$ cat src/rtl/seg_scan_controller.sv
// seg_scan_controller: multiplexed common-anode 7-segment scanner.
// Frame-shadowed inputs, PWM brightness, blink/blank masks, dead cycle.
module seg_scan_controller #(
    parameter int NUM_DIGITS   = 4,
    parameter int DIGIT_CYCLES = 32768,
    parameter int PWM_BITS     = 3,
    parameter int BLINK_FRAMES = 64
) (
    input  logic                    clk,
    input  logic                    reset,
    input  logic [4*NUM_DIGITS-1:0] seg_data,
    input  logic [NUM_DIGITS-1:0]   dp_in,
    input  logic [NUM_DIGITS-1:0]   blank_mask,
    input  logic [NUM_DIGITS-1:0]   blink_mask,
    input  logic [PWM_BITS-1:0]     brightness,
    output logic [6:0]              seg,
    output logic                    dp,
    output logic [NUM_DIGITS-1:0]   an,
    output logic                    frame_start
);
    localparam int SW = $clog2(DIGIT_CYCLES);
    localparam int FW = $clog2(BLINK_FRAMES) + 1;
    localparam int IW = (NUM_DIGITS > 1) ? $clog2(NUM_DIGITS) : 1;
    localparam logic [SW-1:0] SLOT_LAST  = SW'(DIGIT_CYCLES - 1);
    localparam logic [FW-1:0] FRAME_LAST = FW'(BLINK_FRAMES - 1);
    localparam logic [IW-1:0] IDX_LAST   = IW'(NUM_DIGITS - 1);

    function automatic logic [6:0] glyph(input logic [3:0] n);
        logic [6:0] g;
        g = 7'h7F;
        unique case (n)
            4'h0: g = 7'h40;
            4'h1: g = 7'h79;
            4'h2: g = 7'h24;
            4'h3: g = 7'h30;
            4'h4: g = 7'h19;
            4'h5: g = 7'h12;
            4'h6: g = 7'h02;
            4'h7: g = 7'h78;
            4'h8: g = 7'h00;
            4'h9: g = 7'h10;
            4'hA: g = 7'h08;
            4'hB: g = 7'h03;
            4'hC: g = 7'h46;
            4'hD: g = 7'h21;
            4'hE: g = 7'h06;
            4'hF: g = 7'h0E;
        endcase
        return g;
    endfunction

    logic [SW-1:0]                slot_q, slot_d;
    logic [IW-1:0]                idx_q, idx_d;
    logic [FW-1:0]                frame_q, frame_d;
    logic                         blink_phase_q, blink_phase_d;
    logic [NUM_DIGITS-1:0][3:0]   data_sh_q, data_sh_d;
    logic [NUM_DIGITS-1:0]        dp_sh_q, dp_sh_d;
    logic [NUM_DIGITS-1:0]        blank_sh_q, blank_sh_d;
    logic [NUM_DIGITS-1:0]        blink_sh_q, blink_sh_d;
    logic [PWM_BITS-1:0]          bright_sh_q, bright_sh_d;
    logic                         load_pending_q, load_pending_d;
    logic [NUM_DIGITS-1:0]        an_q, an_d;
    logic [6:0]                   seg_q, seg_d;
    logic                         dp_q, dp_d;
    logic                         fs_q, fs_d;
    logic                         slot_wrap, frame_wrap, load;
    logic                         visible, anode_on;

    // Scan counters, blink phase and once-per-frame shadow capture.
    always_comb begin
        slot_wrap      = (slot_q == SLOT_LAST);
        frame_wrap     = slot_wrap && (idx_q == '0);
        load           = load_pending_q || frame_wrap;
        load_pending_d = 1'b0;
        slot_d         = slot_wrap ? '0 : slot_q + SW'(1);
        idx_d          = idx_q;
        if (slot_wrap) begin
            idx_d = (idx_q == '0) ? IDX_LAST : idx_q - IW'(1);
        end
        frame_d       = frame_q;
        blink_phase_d = blink_phase_q;
        if (frame_wrap) begin
            if (frame_q == FRAME_LAST) begin
                frame_d       = '0;
                blink_phase_d = ~blink_phase_q;
            end else begin
                frame_d = frame_q + FW'(1);
            end
        end
        data_sh_d   = data_sh_q;
        dp_sh_d     = dp_sh_q;
        blank_sh_d  = blank_sh_q;
        blink_sh_d  = blink_sh_q;
        bright_sh_d = bright_sh_q;
        if (load) begin
            data_sh_d   = seg_data;
            dp_sh_d     = dp_in;
            blank_sh_d  = blank_mask;
            blink_sh_d  = blink_mask;
            bright_sh_d = brightness;
        end
    end

    // Pin decode for the current slot; registered one cycle later.
    always_comb begin
        visible  = !blank_sh_q[idx_q] && !(blink_sh_q[idx_q] && blink_phase_q);
        anode_on = visible && (slot_q != '0)
                   && (slot_q[PWM_BITS-1:0] <= bright_sh_q);
        an_d  = '1;
        seg_d = 7'h7F;
        dp_d  = 1'b1;
        if (anode_on) begin
            an_d[idx_q] = 1'b0;
            seg_d       = glyph(data_sh_q[idx_q]);
            dp_d        = ~dp_sh_q[idx_q];
        end
        fs_d = (idx_q == IDX_LAST) && (slot_q == '0) && !load_pending_q;
    end

    // State and output registers, all cleared immediately by reset.
    always_ff @(posedge clk or posedge reset) begin
        if (reset) begin
            slot_q         <= '0;
            idx_q          <= IDX_LAST;
            frame_q        <= '0;
            blink_phase_q  <= 1'b0;
            data_sh_q      <= '0;
            dp_sh_q        <= '0;
            blank_sh_q     <= '1;
            blink_sh_q     <= '0;
            bright_sh_q    <= '0;
            load_pending_q <= 1'b1;
            an_q           <= '1;
            seg_q          <= 7'h7F;
            dp_q           <= 1'b1;
            fs_q           <= 1'b0;
        end else begin
            slot_q         <= slot_d;
            idx_q          <= idx_d;
            frame_q        <= frame_d;
            blink_phase_q  <= blink_phase_d;
            data_sh_q      <= data_sh_d;
            dp_sh_q        <= dp_sh_d;
            blank_sh_q     <= blank_sh_d;
            blink_sh_q     <= blink_sh_d;
            bright_sh_q    <= bright_sh_d;
            load_pending_q <= load_pending_d;
            an_q           <= an_d;
            seg_q          <= seg_d;
            dp_q           <= dp_d;
            fs_q           <= fs_d;
        end
    end

    assign an          = an_q;
    assign seg         = seg_q;
    assign dp          = dp_q;
    assign frame_start = fs_q;

endmodule

$ cat config.mk
export PLATFORM = sky130hd
export DESIGN_NAME = seg_scan_controller
export DESIGN_NICKNAME = d
export VERILOG_FILES = /design/src/rtl/seg_scan_controller.sv
export SDC_FILE = /design/constraint.sdc
export NUM_CORES = 1
export LEC_CHECK = 0
export CAP_MARGIN = 20
export CORE_MARGIN = 2
export CORE_UTILIZATION = 25
export CTS_BUF_LIST = sky130_fd_sc_hd__clkbuf_16
export CTS_CLUSTER_SIZE = 10
export DETAILED_ROUTE_END_ITERATION = 6
export GPL_ROUTABILITY_DRIVEN = 1
export PLACE_DENSITY = 0.44
export SYNTH_ARGS = -nofsm -noshare
export SYNTH_HDL_FRONTEND = slang
export SYNTH_SLANG_ARGS = --single-unit
$ cat constraint.sdc
create_clock -name clk -period 3.2 [get_ports clk]
set_input_delay 0.48 -clock clk [delete_from_list [all_inputs] [get_ports clk]]
set_output_delay 0.48 -clock clk [all_outputs]
set_load 0.02 [all_outputs]
# Yosys cells after proc, flatten, opt, wreduce, memory -nomap -nowiden
# Memories as Yosys holds them, arrays and structs flattened.
# Index checks and enable logic that the tools add are counted.
# W data, S select, Z words.
[totals] reg_bits=70 rom_bits=112 in_bits=33 wordCells=62 mem_count=1 output_inout_bits=13
[classes] addsub=3 n_reduce_logical=16 n_lt_le_gt_ge=3 mux=16 n_bitwise=3 eq_ne=3
[memory_table] name="(name not given)" words=16 word_bits=7 rd=1 rd_ports_with_merged_regs=0 write_ports=0 line="31" rtl="unique case (n)"
[op_table] cell="$add A15 B1 Y15 const B" count=1
[op_table] cell="$eq A15 B15 Y1 const B" count=1
[op_table] cell="$logic_not A15 Y1" count=1
[op_table] cell="$mux W15" count=1
[op_table] cell="$reduce_bool A15 Y1" count=1
[op_table] cell="$mux W7" count=2
[op_table] cell="$bmux W4 S2" count=1
[op_table] cell="$logic_and A1 B1 Y1" count=8
[op_table] cell="$mux W4" count=2
[op_table] cell="$add A7 B1 Y7 const B" count=1
[op_table] cell="$eq A7 B6 Y1 const B" count=1
[op_table] cell="$bmux W1 S2" count=3
[op_table] cell="$mux W1" count=5
[op_table] cell="$not A4 Y4" count=1
[op_table] cell="$le A3 B3 Y1" count=1
[op_table] cell="$logic_not A1 Y1" count=3
[op_table] cell="$lt A2 B3 Y1 const B" count=1
[op_table] cell="$demux W1 S2" count=1
[op_table] cell="$eq A2 B2 Y1 const B" count=1
[op_table] cell="$ge A2 B1 Y1 const B" count=1
[op_table] cell="$logic_not A2 Y1" count=1
[op_table] cell="$mux W2" count=1
[op_table] cell="$not A1 Y1" count=2
[op_table] cell="$reduce_and A2 Y1" count=1
[op_table] cell="other kinds (2)" count=2

# Logic depth before layout (Yosys ltp)
# Gate-level depths: netlist of run 1.
[depth] ltp_word=8 mapped_depth=9 ltp_nobuf=7

# Least setup slack after synthesis of run 1
# No wires, ideal clock.
[synth_timing] path_kind="register to register" start="register idx_q[1]" end="register blink_sh_q[0]" path_slack_ns=0.835 synth_period_minus_slack_ns=2.365 path_buffers=3 arrival_ns=2.240 stages_incl_launch_ff=8 path_cell_list="dfstp_2 clkbuf_1 clkbuf_1 inv_1 ha_1 a21oi_2 buf_6 mux2_4"
[synth_between] elab_chain_cells=3
[synth_lines] item="from (decl)" line="53" rtl="logic [IW-1:0] idx_q, idx_d;"
[synth_lines] item="from (signal assigned)" line="139" rtl="idx_q <= idx_d;"
[synth_lines] item="$logic_not A2 Y1" line="72" rtl="frame_wrap = slot_wrap && (idx_q == '0);"
[synth_lines] item="$logic_and A1 B1 Y1" line="72"
[synth_lines] item="$logic_or A1 B1 Y1" line="73" rtl="load = load_pending_q || frame_wrap;"
[synth_lines] item="to (signal assigned)" line="145" rtl="blink_sh_q <= blink_sh_d;"
[synth_lines] item="to (decl)" line="59" rtl="logic [NUM_DIGITS-1:0] blink_sh_q, blink_sh_d;"
# Every way passes these cells.
# A chain may end at the register's enable or synchronous reset.

# Worst setup path in the final report of run 1
[layout_timing] start="register slot_q[0]" end="register blink_sh_q[1]"
[layout_between] elab_chain_cells=3
[layout_lines] item="from (decl)" line="52" rtl="logic [SW-1:0] slot_q, slot_d;"
[layout_lines] item="from (signal assigned)" line="138" rtl="slot_q <= slot_d;"
[layout_lines] item="$eq A15 B15 Y1" line="71" rtl="slot_wrap = (slot_q == SLOT_LAST);"
[layout_lines] item="$logic_and A1 B1 Y1" line="72"
[layout_lines] item="$logic_or A1 B1 Y1" line="73"
# Every way passes these cells.

==> results of run 1 <==
-- cell type report --
type,instances,share of cell area (%)
well taps,180,4.944
clock inverters,7,1.950
inverters,15,1.236
flip-flops and latches,70,38.97
clock buffers,9,4.944
repair buffers,52,11.59
multi-input cells,189,36.36
-- stage by stage --
step	std cells	total power (uW)
4_1_cts	522	2406
3_5_place_dp	506	1321
2_1_floorplan	284	1194
5_1_grt	522	2472
6_report	522	2358
3_3_place_gp	506	1323
-- critical path: cells and delay by family (launching register included) --
family          cells  cell delay, ns
simple gates        3            0.46
flops               1            0.45
compound gates      1            0.36
mux                 1            0.35
fa+ha+maj           1            0.28
buf+inv             1            0.27
-- worst max-delay path by stage --
stage	end	slack [ns]	depth (start not counted)
2_1_floorplan	blink_sh_q[0]$_DFFE_PP0P_	0.84	7
3_3_place_gp	blink_sh_q[1]$_DFFE_PP0P_	0.92	7
3_5_place_dp	blink_sh_q[1]$_DFFE_PP0P_	0.88	7
4_1_cts	blink_sh_q[1]$_DFFE_PP0P_	0.88	7
5_1_grt	blink_sh_q[1]$_DFFE_PP0P_	0.71	7
6_report	blink_sh_q[1]$_DFFE_PP0P_	0.89	7
-- cell usage in the layout, fill, tap and decap left out, types with 2 or more instances in the layout --
cell type        Yosys  routed
nor4_1               3       3
nand2_1             19      19
and3_1               3       3
a31oi_1              2       2
mux2i_1              7       7
and4_1               2       2
buf_12               0       2
mux2_4              30      30
dfstp_2             19      19
mux2_2               4       4
clkbuf_16            0       9
nor2_1              19      19
nand3_1             14      14
xnor2_1              8       8
clkinv_2             0       2
mux4_2               6       6
buf_4                0       5
inv_1               15      14
bufinv_16            0       2
nor3b_1              3       3
xor2_1               9       9
o211ai_1             5       5
nor3_1               5       5
clkdlybuf4s50_1      0      45
nor2b_1              3       3
o21ai_0              6       6
clkinvlp_4           0       2
dfrtp_1             51      51
ha_1                16      16
a21oi_1              4       4
nand4_1              4       4
-- logic make-up after synthesis --
family / count (synthesis)
AND/OR/NAND/NOR: 82
XOR/XNOR: 17
multiplexers: 47
AO/OA/AOI/OAI: 26
buffers and inverters: 25
other: 1
adder cells (fa/ha/maj): 16
flip-flops: 70
-- routing by layer --
| layer | vias to the layer above | part of all wire [%] |
|---|---|---|
| met3 | 10 | 4.2 |
| met1 | 1067 | 52 |
| li1 | 1102 | - |
| met2 | 43 | 43 |
| met5 | - | 0 |
| met4 | 0 | 1.7 |
-- state kept, by name, summed over array words and instances (netlist names), 2 cells and up --
| name | cells |
|---|---|
| frame_q | 7 |
| idx_q | 2 |
| blink_sh_q | 4 |
| seg | 7 |
| slot_q | 15 |
| an | 4 |
| dp_sh_q | 4 |
| blank_sh_q | 4 |
| bright_sh_q | 3 |
| data_sh_q | 16 |
-- report_power, final --
part           leakage [uW]  internal (uW)  switching [uW]
Combinational      0.000981            175             133
Clock              0.000149            676             377
Sequential         0.000835            960            36.7
Total               0.00197           1810             547
==> impl_metrics.yaml, run 1 <==
global_route:
  grt_pass1_vias: 2304
  use_met3_pct: 3.090
  grt_max_degree: 47
  grt_pass1_wl_mm: 12.39
  use_met2_pct: 15.09
  gr-usage-met1_pct: 15.54
  grt-busiest-layer: "met1"
  gr-total-overflow: 0
  grt_usage_pct: 10.71
  antenna_found_initial: 0
floorplanning:
  die_h_um: 123.1
  ioPinCount: 46
  coreArea_um2: 13880
  dieArea_um2: 15150
  num_rows: 43
  initial_core_util_pct: 25.55
  die_w_um: 123.1
setup_path:
  r2r_slack_ns: 0.89
  reg2reg_to: "blink_sh_q[1]$_DFFE_PP0P_"
  r2r-start: "slot_q[0]$_DFF_PP0_"
  slowest_stage: "dfrtp_1"
  max_stage_delay_ns: 0.45
  path_max_fanout: 25
  cp_cell_sequence: "ha_1, nand3_1, or2_1, nor3_4, a21oi_4, buf_12, mux2_2"
  worstSetupPathType: "reg -> reg"
  crit_required_ns: 3.42
  worst_setup_path_start_kind: "flip-flop"
  worstSetupStartpoint: "slot_q[0]$_DFF_PP0_"
  crit_arrival_ns: 2.53
  rr_worst_depth: 7
  setup.worst_path.end_class: "flip-flop"
synthesis:
  yosysMostFrequentCell: "dfrtp_1"
  yosys.area.top_type: "dfrtp_1"
  syn_avg_cell_area_um2: 12.49
  syn_inst: 284
  yosysWarnings: 0
  synth_top_area_share_pct: 35.99
  ys_async_sr_fraction_pct: 100.0
  syn_nets: 333
  synth-seq-cells: 70
  synth_xor_xnor_area_share_pct: 4.199
  ys.flop_type: "dfrtp_1"
  synthAdderAreaFrac_pct: 5.646
  synth_top_family_by_area: "multiplexers"
  synth_cell_types: 44
  ys_top_cells_by_count: "dfrtp_1, mux2_4, dfstp_2, nand2_1, nor2_1"
  synth-compound-area-share_pct: 4.905
  syn_area_um2: 3546
  synth-edff-count: 0
  synthTopCellsByArea: "dfrtp_1, dfstp_2, mux2_4"
  synthMuxAreaShare_pct: 19.76
  synth-seq-area-share_pct: 50.07
  synth-simple-area-share_pct: 11.89
run:
  timing.max_cap.violations: 0
worst_hold_path:
  holdPathStages: 1
  whs_endpoint: "blink_phase_q$_DFFE_PP0P_"
  hold_path.startpoint: "blink_phase_q$_DFFE_PP0P_"
  min_path_type: "reg -> reg"
timing:
  clock_skew_ns: 0.006445
  setup_viol: 0
  fin_crit_sh_pct: 72.17
  tns_ns: 0
  hold_violations: 0
  max_freq_mhz: 433.0
  slew_headroom_pct: 61.55
  grt_setup_unrepaired: "false"
  period_needed_ns: 2.309
  timing.hold.ws_ns: 0.4790
  tightest_slew_ns: 0.5760
  setup_ws_ns: 0.8907
  maxSlewViolCount: 0
clock_network:
  clock_latency_ns: 0.33
  clkTransAtPathRegs_ns: 0.06
  clockRootBuffer: "clkbuf_16"
  hold_buffers: 0
  cts.sinks: 70
  cts_resized: 0
  cts_inserted_buffers: 9
  cts_tree: "yes"
  clockBufferDepth: 2
  ctsHtreeMaxLevel: 3
  cts_setup_buffers: 0
placement:
  pre_cts_ws_ns: 0.8769
  dpl_cell_area_um2: 4242
  hpwlAfterDp_mm: 5.227
  io_buffers: 45
  gp_congestion: 0.8379
cells_and_area:
  final_nets: 386
  num-fill-cells: 1413
  multiInputGateArea_um2: 1657
  fin_area_um2: 4556
  area_delta_synth_final_pct: 28.48
  drive_above_1_share_pct: 24.85
  diodes: 0
  seq_area_um2: 1775
  final_core_utilization_pct: 32.82
outcome:
  outcome: "finished, final reports clean"
routing:
  final_antenna_net_count: 0
  first_pass_iters: 4
  wl_mm: 7.414
  vias: 2222
  routed_via_density: 4.257
  routedWlPerCell_um: 14.20
  drt-initial-drc-count: 116
  drc: 0
power:
  p_per_area_nw_per_um2: 517.5
  p_leak_uw: 0.001965
  ir_worst_vdd_mv: 0.2136
No activity file was read; power rests on OpenSTA's default activity.
==> inputs of run 2 (changes only) <==
- PLACE_DENSITY: 0.44 -> 0.46
- clock period: 3.2 -> 1.9 ns (I/O delays scaled with it)
==> run 2 against run 1 <==
The flow now finishes with violations (negative setup slack); utilization up 3.4 points; first-iteration DRC count down 41%; total power up 61%; flip-flop and latch count unchanged; sequential power up 69%; cell area up 10%; setup slack worse by 1.0 ns; non-clock buffer count up 39; critical path type unchanged; critical endpoint is now seg[0]$_DFF_PP1_.
==> impl_metrics.yaml, run 2 (synthesis gave the netlist of run 1 again) <==
outcome:
  outcome: "complete, but fails checks"
  violations: "negative setup slack"
cells_and_area:
  drive_above_1_share_pct: 36.48
  final_core_utilization_pct: 36.22
  mostFrequentLayoutCell: "dfrtp_1"
  area_delta_synth_final_pct: 41.78
  regMostFlops: "data_sh_q"
  largest_reg_flops: 16
  num-fill-cells: 1403
  diodes: 0
  layout_common_cells: "dfrtp_1, clkdlybuf4s50_1, buf_4, mux2_4"
  fin_area_um2: 5027
  final_nets: 425
  top_regs: "data_sh_q: 16 flops, slot_q: 15 flops"
timing:
  tightest_slew_ns: 0.5017
  maxSlewViolCount: 0
  period_needed_ns: 2.023
  clock_skew_ns: 0.01052
  grt_setup_unrepaired: "true"
  fin_crit_sh_pct: 106.5
  slew_headroom_pct: 66.29
  hold_violations: 0
  max_freq_mhz: 494.3
  setup_ws_ns: -0.1231
  setup_viol: 29
clock_network:
  clkTransAtPathRegs_ns: 0.06
  cts_tree: "yes"
  clockRootBuffer: "clkbuf_16"
  clock_latency_ns: 0.33
  clockBufferDepth: 2
  ctsHtreeMaxLevel: 3
  cts_inserted_buffers: 9
  cts.sinks: 70
  hold_buffers: 0
floorplanning:
  dieArea_um2: 15150
  coreArea_um2: 13880
  initial_core_util_pct: 25.55
  die_w_um: 123.1
  ioPinCount: 46
  die_h_um: 123.1
  num_rows: 43
routing:
  routedWlPerCell_um: 14.06
  drc: 0
  wl_mm: 7.886
  final_antenna_net_count: 0
  routed_via_density: 4.232
  drt-initial-drc-count: 68
  vias: 2374
  first_pass_iters: 4
setup_path:
  worst_setup_path_start_kind: "flip-flop"
  cp_top_family: "multiplexers"
  path_max_fanout: 6
  crit_required_ns: 2.14
  crit_buf_inv: 0
  crit_cells: 5
  crit_arrival_ns: 2.26
  max_stage_delay_ns: 0.63
  setup.worst_path.end_class: "flip-flop"
  cp_cell_sequence: "mux4_2, ha_4, mux2_4, a21oi_2, o211ai_1"
  slowest_stage: "mux4_2"
  rr_worst_depth: 5
  worstSetupPathType: "reg -> reg"
placement:
  io_buffers: 45
  gp_congestion: 0.7712
  dpl_cell_area_um2: 4536
  hpwlAfterDp_mm: 5.470
global_route:
  grt_max_degree: 33
  gr-total-overflow: 0
  grt_usage_pct: 10.75
  grt_pass1_wl_mm: 12.39
  grt_pass1_vias: 2468
  antenna_found_initial: 0
worst_hold_path:
  min_path_type: "in -> async"
power:
  p_per_area_nw_per_um2: 753.6
  p_leak_uw: 0.002184
  ir_worst_vdd_mv: 0.3316
run:
  timing.max_cap.violations: 0
run 2: final timing paths:
kind | from | to | slack, ns
min in group clk | blink_phase_q$_DFFE_PP0P_ | blink_phase_q$_DFFE_PP0P_ | 0.49
max in group asynchronous | reset | seg[3]$_DFF_PP1_ | 1.13
setup reg to reg | idx_q[0]$_DFFE_PP1N_ | seg[0]$_DFF_PP1_ | -0.12
hold reg to reg | blink_phase_q$_DFFE_PP0P_ | blink_phase_q$_DFFE_PP0P_ | 0.49
hold / removal | reset | bright_sh_q[2]$_DFFE_PP0P_ | 0.26
setup / recovery | idx_q[0]$_DFFE_PP1N_ | seg[0]$_DFF_PP1_ | -0.12
run 2: repair_timing:
item,4_1_cts,5_1_grt
pin swaps,5,5
endpoints found under the setup margin,30,48
buffers inserted,2,5
gates resized for setup,11,18
cloned,0,4
run 2: final cells by class:
| type | count | area [um2] | share of cell area [%] |
|---|---|---|---|
| Sequential cell | 70 | 1775 | 35.32 |
| Clock buffer | 9 | 225.2 | 4.480 |
| Tap cell | 180 | 225.2 | 4.480 |
| Inverter | 15 | 65.06 | 1.294 |
| Multi-Input combinational cell | 189 | 1774 | 35.29 |
| Timing Repair Buffer | 91 | 928.4 | 18.47 |
| Clock inverter | 7 | 33.78 | 0.6720 |
run 2: report_power, final:
group / switching [uW] / total [uW] / internal [uW]
sequential: 60.1 / 1680 / 1620
clock: 615 / 1480 / 861
combinational: 261 / 635 / 374
run 2: metrics by stage:
stage | hold WS, ns | instances | TNS (ns) | worst slack [ns] | power (uW)
6_report | 0.2565 | 561 | -0.6900 | -0.1231 | 3788
5_1_grt | 0.2862 | 561 | -3.864 | -0.1767 | 3945
3_5_place_dp | 0.4702 | 535 | -0.7642 | -0.1481 | 2263
2_1_floorplan | 0.4327 | 284 | -1.374 | -0.1605 | 2018
4_1_cts | 0.2601 | 553 | -1.033 | -0.1041 | 3791
3_3_place_gp | 0.4740 | 535 | -0.2123 | -0.04375 | 2260
run 2: routing by layer:
metal  GRT usage (%)  wire (um)  up-vias
met5               0          0        -
met4           6.179        176        0
met3           1.799        263       11
met2           15.99       3673       44
met1           14.75       3773     1135
li1                -          -     1184
==> inputs of run 3 (changes only) <==
- ABC_CLOCK_PERIOD_IN_PS: default -> 1900
- DONT_BUFFER_PORTS: default -> 1
- PLACE_DENSITY: 0.46 -> 0.42
==> run 3 against run 2 <==
The run still ends with negative setup slack left; first-iteration DRC count increased by 8.8%; combinational power down 30%; worst hold slack lost 0.16 ns; sequential power grew 3%; flip-flop and latch count did not move; utilization shrank 3.4 points; total power up 0.11%; critical path depth did not move; critical path type unchanged; critical endpoint unchanged; largest power group unchanged; highest routed layer unchanged.
==> impl_metrics.yaml, run 3 (synthesis gave the netlist of run 1 again) <==
placement:
  dpl.cell_count: 487
  pre_cts_ws_ns: -0.1505
  io_buffers: 0
  dpl_cell_area_um2: 4038
  gp_congestion: 0.7173
  hpwlAfterDp_mm: 5.250
routing:
  final_antenna_net_count: 0
  vias: 2245
  routedWlPerCell_um: 15.12
  routed_via_density: 4.393
  drc: 0
  drt-initial-drc-count: 74
  wl_mm: 7.727
  first_pass_iters: 4
clock_network:
  clockBufferDepth: 2
  clkTransAtPathRegs_ns: 0.06
  ctsHtreeMaxLevel: 3
  clockRootBuffer: "clkbuf_16"
  cts.sinks: 70
  cts_tree: "yes"
  clock_latency_ns: 0.33
  cts_inserted_buffers: 9
setup_path:
  path_max_fanout: 5
  rr_worst_depth: 5
  worst_setup_path_start_kind: "flip-flop"
  max_stage_delay_ns: 0.62
  setup.worst_path.end_class: "flip-flop"
  reg2reg_to: "seg[0]$_DFF_PP1_"
  r2r_slack_ns: -0.13
  worstSetupPathType: "reg -> reg"
  cp_cell_sequence: "mux4_2, ha_2, mux2_2, a21oi_1, o211ai_1"
  crit_required_ns: 2.14
  slowest_stage: "dfstp_2"
  r2r-start: "idx_q[0]$_DFFE_PP1N_"
  crit_arrival_ns: 2.27
  worstSetupStartpoint: "idx_q[0]$_DFFE_PP1N_"
  crit_path_end: "seg[0]$_DFF_PP1_"
floorplanning:
  dieArea_um2: 15150
  ioPinCount: 46
  num_rows: 43
  coreArea_um2: 13880
  initial_core_util_pct: 25.55
  die_w_um: 123.1
  die_h_um: 123.1
timing:
  period_needed_ns: 2.025
  setup_viol: 38
  tightest_slew_ns: 0.5553
  fin_crit_sh_pct: 106.6
  grt_setup_unrepaired: "true"
  setup_ws_ns: -0.1254
  hold_violations: 0
  clock_skew_ns: 0.009329
  slew_headroom_pct: 62.90
  maxSlewViolCount: 0
  max_freq_mhz: 493.7
global_route:
  grt_max_degree: 36
  grt_pass1_vias: 2406
  grt_pass1_wl_mm: 12.73
  grt_usage_pct: 11.19
  antenna_found_initial: 0
  gr-total-overflow: 0
power:
  clock_power_share_pct: 42.8
  swShare_pct: 24.44
  p_sw_uw: 927.1
  p_per_area_nw_per_um2: 831.8
  combPwrFrac_pct: 11.7
  internal_power_uw: 2865
  seqPwrFrac_pct: 45.5
  p_leak_uw: 0.002009
  ir_worst_vdd_mv: 0.4128
outcome:
  violations: "negative setup slack"
  outcome: "complete, but fails checks"
worst_hold_path:
  min_path_type: "in -> reg"
cells_and_area:
  diodes: 0
  fin_area_um2: 4559
  final_nets: 375
  drive_above_1_share_pct: 41.39
  final_cells: 511
  mostFrequentLayoutCell: "dfrtp_1"
  final_core_utilization_pct: 32.85
  regMostFlops: "data_sh_q"
  top_regs: "data_sh_q: 16 flops, slot_q: 15 flops"
  area_delta_synth_final_pct: 28.58
  largest_reg_flops: 16
  layout_common_cells: "dfrtp_1, mux2_4, buf_4, nor2_1, dfstp_2"
run:
  timing.max_cap.violations: 0
[run 3: cell types whose count changed in the layout (fill, tap and decap cells not counted), moves of 2 or more]
| cell | delta |
|---|---|
| buf_4 | -3 |
| ha_4 | -2 |
| clkdlybuf4s50_1 | -45 |
| nand2_4 | +3 |
| clkinv_2 | -2 |
| nand2_1 | -6 |
| clkbuf_16 | -2 |
| nand2_2 | +3 |
[run 3: worst max-delay path, delay by kind of cell (launching register included)]
kind | cells | cell delay, ns
AOI/OAI and AO/OA | 2 | 0.23
DFF | 1 | 0.62
muxes | 2 | 0.86
adders and majority gates | 1 | 0.23
[run 3: power groups by stage]
stage | Sequential [uW] | Clock [uW] | Combinational [uW]
after global placement | 1750 | 0 | 380
final | 1730 | 1620 | 444
after global routing | 1740 | 1740 | 486
after floorplan | 1720 | 0 | 296
after detailed placement | 1750 | 0 | 384
after CTS | 1730 | 1670 | 425
[run 3: repair_timing]
| item | in CTS | in global routing |
|---|---|---|
| hold buffers | 1 | 0 |
| gates resized for setup | 12 | 30 |
| cloned | 3 | 0 |
| hold endpoints to repair | 16 | 0 |
| pin swaps | 1 | 7 |
| setup endpoints to repair | 39 | 43 |
| buffers inserted | 2 | 4 |
[run 3: per-stage QoR]
stage | hold slack [ns] | power, uW | TNS, ns
after global routing | 0.07957 | 3969 | -5.995
after global placement | 0.2336 | 2133 | -0.1793
after detailed placement | 0.2358 | 2136 | -0.7198
after floorplan | 0.4327 | 2018 | -1.374
final | 0.09449 | 3793 | -2.390
after CTS | 0.08198 | 3820 | -2.255
[run 3: worst min-delay path by stage]
stage                                 end  depth (start not counted)  slack, ns          start
6_report         data_sh_q[3]$_DFFE_PP0P_                          1       0.09    seg_data[3]
4_1_cts          data_sh_q[3]$_DFFE_PP0P_                          1       0.08    seg_data[3]
3_5_place_dp   bright_sh_q[2]$_DFFE_PP0P_                          1       0.24          reset
3_3_place_gp   bright_sh_q[2]$_DFFE_PP0P_                          1       0.23          reset
5_1_grt         data_sh_q[15]$_DFFE_PP0P_                          1       0.08   seg_data[15]
2_1_floorplan   blank_sh_q[0]$_DFFE_PP1P_                          1       0.43  blank_mask[0]
[run 3: area by class of cell]
| class | instances | area [um2] |
|---|---|---|
| multi-input combinational | 189 | 1802 |
| fill | 1418 | 9321 |
| inverter | 15 | 62.56 |
| timing repair buffer | 41 | 411.6 |
| clock inverter | 7 | 57.56 |
| sequential | 70 | 1775 |
| tap | 180 | 225.2 |
| clock buffer | 9 | 225.2 |
[run 3: layer usage]
layer	share of wire [%]	track usage [%]	vias to the layer above	routed length, um
met3	6.0	4.013	9	465
li1	-	-	1082	-
met4	1.5	4.048	0	114
met2	44	16.40	46	3363
met1	49	15.20	1108	3783
met5	0	0	-	0
